`src/rtl/instr_fetch_unit.sv`:
```
// Instruction fetch stage: sequential PC generation, credit-limited imem requests,
// in-order response buffering and redirect flush of buffered and in-flight words.
module instr_fetch_unit #(
  parameter int                ADDR_W     = 32,
  parameter logic [ADDR_W-1:0] RESET_PC   = '0,
  parameter int                FIFO_DEPTH = 2
) (
  input  logic              clk,
  input  logic              rst_n,
  output logic              imem_req,
  output logic [ADDR_W-1:0] imem_addr,
  input  logic              imem_gnt,
  input  logic              imem_rvalid,
  input  logic [31:0]       imem_rdata,
  input  logic              redirect,
  input  logic [ADDR_W-1:0] redirect_pc,
  output logic              instr_valid,
  output logic [31:0]       instr,
  output logic [ADDR_W-1:0] instr_pc,
  input  logic              instr_ready
);

  localparam int             PW      = $clog2(FIFO_DEPTH);
  localparam int             CW      = PW + 1;
  localparam logic [CW-1:0]  DEPTH_C = CW'(FIFO_DEPTH);

  typedef enum logic {FETCH, FLUSH} state_t;

  state_t            state, state_nx;
  logic [ADDR_W-1:0] pc;
  logic [CW-1:0]     occ, outstanding, outstanding_nx;

  logic [31:0]       buf_data [FIFO_DEPTH];
  logic [ADDR_W-1:0] buf_pc   [FIFO_DEPTH];
  logic [PW-1:0]     buf_wr, buf_rd;

  // PC tags of granted requests, consumed in order as responses return.
  logic [ADDR_W-1:0] tag_pc [FIFO_DEPTH];
  logic [PW-1:0]     tag_wr, tag_rd;

  logic grant, rsp, push, pop;

  assign grant = imem_req & imem_gnt;
  // A response with nothing outstanding is a protocol error and is ignored.
  assign rsp   = imem_rvalid & (outstanding != '0);
  assign push  = rsp & (state == FETCH) & ~redirect;
  assign pop   = instr_valid & instr_ready;

  assign outstanding_nx = outstanding + CW'(grant) - CW'(rsp);

  // State register
  always_ff @(posedge clk or negedge rst_n) begin
    // NOTE: sequential state uses non-blocking assignments so every register
    // samples pre-edge values regardless of process ordering.
    if (!rst_n) state <= FETCH;
    else        state <= state_nx;
  end

  // Next-state logic
  always_comb begin
    // NOTE: default first, so no path through this block can infer a latch.
    state_nx = state;
    if (redirect)
      state_nx = (outstanding_nx != '0) ? FLUSH : FETCH;
    else if (state == FLUSH && outstanding_nx == '0)
      state_nx = FETCH;
  end

  // Output logic: request depends only on registered state; rst_n keeps it low in reset
  always_comb begin
    imem_req = 1'b0;
    if (rst_n && state == FETCH)
      imem_req = (occ + outstanding) < DEPTH_C;
  end

  assign imem_addr = pc;

  always_ff @(posedge clk or negedge rst_n) begin
    if (!rst_n)        pc <= RESET_PC;
    else if (redirect) pc <= redirect_pc;
    else if (grant)    pc <= pc + ADDR_W'(4);
  end

  always_ff @(posedge clk or negedge rst_n) begin
    if (!rst_n) begin
      outstanding <= '0;
      tag_wr      <= '0;
      tag_rd      <= '0;
    end else begin
      outstanding <= outstanding_nx;
      if (grant) tag_wr <= tag_wr + 1'b1;
      if (rsp)   tag_rd <= tag_rd + 1'b1;
    end
  end

  // NOTE: storage arrays carry no reset; occupancy/pointers are reset and the
  // outputs are gated by instr_valid, so stale contents are never observed.
  always_ff @(posedge clk) begin
    if (grant) tag_pc[tag_wr] <= pc;
    if (push) begin
      buf_data[buf_wr] <= imem_rdata;
      buf_pc[buf_wr]   <= tag_pc[tag_rd];
    end
  end

  // Redirect discards everything still buffered after this cycle's pop.
  always_ff @(posedge clk or negedge rst_n) begin
    if (!rst_n) begin
      occ    <= '0;
      buf_wr <= '0;
      buf_rd <= '0;
    end else if (redirect) begin
      occ    <= '0;
      buf_wr <= '0;
      buf_rd <= '0;
    end else begin
      occ <= occ + CW'(push) - CW'(pop);
      if (push) buf_wr <= buf_wr + 1'b1;
      if (pop)  buf_rd <= buf_rd + 1'b1;
    end
  end

  assign instr_valid = (occ != '0);
  assign instr       = instr_valid ? buf_data[buf_rd] : '0;
  assign instr_pc    = instr_valid ? buf_pc[buf_rd]   : '0;

endmodule

```
`config.mk`:
```
export PLATFORM = sky130hd
export DESIGN_NAME = instr_fetch_unit
export DESIGN_NICKNAME = d
export VERILOG_FILES = /design/src/rtl/instr_fetch_unit.sv
export SDC_FILE = /design/constraint.sdc
export NUM_CORES = 1
export LEC_CHECK = 0
export ABC_AREA = 1
export CAP_MARGIN = 20
export CORE_ASPECT_RATIO = 0.9
export CORE_MARGIN = 2
export CORE_UTILIZATION = 55
export CTS_CLUSTER_DIAMETER = 40
export DETAILED_ROUTE_END_ITERATION = 16
export PLACE_DENSITY = 0.93
export SETUP_SLACK_MARGIN = 0.1
export SYNTH_ARGS = -nofsm -noshare
export SYNTH_HDL_FRONTEND = slang
export SYNTH_SLANG_ARGS = --single-unit
```
`constraint.sdc`:
```
create_clock -name clk -period 11.64 [get_ports clk]
set_input_delay 1.164 -clock clk [delete_from_list [all_inputs] [get_ports clk]]
set_output_delay 1.164 -clock clk [all_outputs]
set_load 0.03 [all_outputs]
```
==> results.cfg <==
[status]
outcome = completed

[floorplanning]
initial_utilization = 0.5625
core.rowCount = 46
top_level_ports = 168
fp.coreArea_mm2 = 0.01767
fp.dieW_um = 145.7
dieArea_mm2 = 0.01917
die_h_um = 131.5

[logic_synthesis]
syn_inst = 953
yosys_most_used_dff = edfxtp_1
synth_edf_count = 192
ys_types = 30
yosysWarnings = 0
syn_nets = 1028
avgSynthCellArea_um2 = 10.43
async_flop_share = 0.1760
synth-seq-cells = 233
syn_area_mm2 = 0.009940
yosysSeqAreaShare = 0.6833

[sta]
tns_ns = 0
period_share = 0.3579
hold_viol_final = 0
slew_headroom = 0.3021
slew_viol_final = 0
finalSetupViolCount = 0
min_period_ns = 4.166
rsz0062_at_grt = no
fmax_ghz = 0.2400
tightest_slew_ns = 1.040
finClkSkew_ns = 0.01445

[routing]
routed_wl_um = 23680
route.detailed.drc = 0
vias = 7534
post_drt_wl_per_cell_um = 17.08
viasPerCell = 5.436
detail-route-antenna-nets = 0
drt_iter0_markers = 766
first_pass_iters = 6

[clock_network]
clockBufferDepth = 3
cts.repair.resized = 0
ctsHoldBuffers = 0
cts_tree = yes
clkTransAtPathRegs_ns = 0.06
htree_levels = 1
cts_setup_buffers = 0
cts-root-buf = clkbuf_16
insertion_delay_ns = 0.53
numCtsBuffers = 29
cts_sinks = 233

[place]
port_buffers = 167
postPlaceCellArea_mm2 = 0.01181
hpwl_um = 14240
routabilityCongestion = 0.8838

[final_layout]
diodes = 0
final_area_mm2 = 0.01279
utilization = 0.7236
final_nets = 1198
drive_gt1_frac = 0.06981
area_growth_pct = 28.64

[grt]
antenna_found_initial = 0
grt_overflow = 0
grt_pass1_wl_um = 37410
grt_max_degree = 67
grt_usage = 0.2430
grt_pass1_vias = 7578

[worst_setup_path]
reg2reg_slack_ns = 9.15
required_ns = 10.48
cp-end-kind = primary output
crit_arrival_ns = 3.00
cp_max_fo = 42
critPathLaunchType = input port
path_class = in -> out

[pwr]
p_leak_uw = 0.005009
ir_drop_uv = 126.7
powerDensity_mw_per_mm2 = 231.4

[hold_path]
hold_class = reg -> reg

[flow_run]
maxCapViolCount = 0
## cell type report
| class | count | area (um2) |
|---|---|---|
| Inverter | 47 | 176.4 |
| Sequential cell | 233 | 6793 |
| Fill cell | 1159 | 4883 |
| Timing Repair Buffer | 177 | 1774 |
| Clock buffer | 35 | 758.2 |
| Clock inverter | 19 | 166.4 |
| Tap cell | 240 | 300.3 |
| Multi-Input combinational cell | 635 | 2818 |
## state kept, by name (all words and copies together), names as in the netlist
register,count
outstanding,2
tag_rd,1
buf_rd,1
occ,2
tag_wr,1
imem_addr,32
state,1
tag_pc,64
buf_data,64
buf_wr,1
buf_pc,64
## per-stage QoR
step | worst slack (ns) | hold WS [ns] | power [uW] | std cells
4_1_cts | 7.448 | 0.5418 | 2948 | 1384
6_report | 7.474 | 0.5385 | 2959 | 1386
3_5_place_dp | 7.476 | 0.5284 | 2105 | 1330
3_3_place_gp | 7.559 | 0.5081 | 2068 | 1330
5_1_grt | 7.307 | 0.5548 | 3088 | 1386
2_1_floorplan | 4.964 | 0.4596 | 1707 | 953
## routing by layer
layer | vias up | GRT usage | wire, um
li1 | 3509 | - | -
met1 | 3553 | 0.3176 | 9295
met2 | 421 | 0.4104 | 11760
met3 | 51 | 0.04931 | 2148
met4 | 0 | 0.07898 | 478
met5 | - | 0 | 0
## path summary, 6_finish.rpt
kind | cells after the start | start | end
worst min-delay path | 2 | tag_pc[1][25] | buf_pc[0][25]
worst min register to register | 2 | tag_pc[1][25] | buf_pc[0][25]
worst max-delay path | 7 | rst_n | imem_req
worst max register to register | 11 | occ[1] | state
min in group asynchronous | 2 | rst_n | imem_addr[29]
max in group asynchronous | 2 | rst_n | buf_rd
## cell families (layout without fill, tap and decap cells)
family | after synthesis | in the layout | share of synthesized area
AO/OA/AOI/OAI | 78 | 78 | 0.04003
XOR/XNOR | 16 | 16 | 0.01410
adder cells (fa/ha/maj) | 5 | 5 | 0.006294
buffers and inverters | 85 | 278 | 0.03575
flip-flops | 233 | 233 | 0.6833
AND/OR/NAND/NOR | 536 | 536 | 0.2205
## cells in the final DEF, fill, tap and decap left out, types with 5 or more instances in the layout
cell type / count
nand2_1: 419
edfxtp_1: 192
clkdlybuf4s50_1: 166
a21oi_1: 65
nand3_1: 49
inv_1: 43
dfrtp_1: 40
nor2_1: 39
clkbuf_16: 29
o21ai_0: 9
xnor2_1: 8
xor2_1: 8
buf_4: 8
nor2_2: 7
nand3b_1: 7
ha_1: 5
clkinvlp_4: 5
clkbuf_1: 5
## cells in the mapped netlist (7+ instances only)
| cell type | instances | area share |
|---|---|---|
| a21oi_1 | 65 | 0.033 |
| buf_1 | 10 | 0.0038 |
| clkbuf_1 | 19 | 0.0072 |
| dfrtp_1 | 41 | 0.10 |
| edfxtp_1 | 192 | 0.58 |
| inv_1 | 43 | 0.016 |
| nand2_1 | 419 | 0.16 |
| nand3_1 | 49 | 0.025 |
| nand3b_1 | 7 | 0.0053 |
| nor2_1 | 43 | 0.016 |
| o21ai_0 | 9 | 0.0045 |
| xnor2_1 | 8 | 0.0070 |
| xor2_1 | 8 | 0.0070 |
## worst max-delay path, cell delays in order
cell,delay (ns)
buf_2,0.08
buf_4,0.47
inv_1,0.09
nor2_1,0.24
nand3_1,0.15
inv_1,0.09
clkdlybuf4s50_1,0.69
## where the power goes
group,internal (uW),total (uW),switching (uW)
clock,496,845,349
combinational,347,1000,655
sequential,1030,1110,81.7
total,1870,2960,1090
Power figures use the tool's default switching activity.
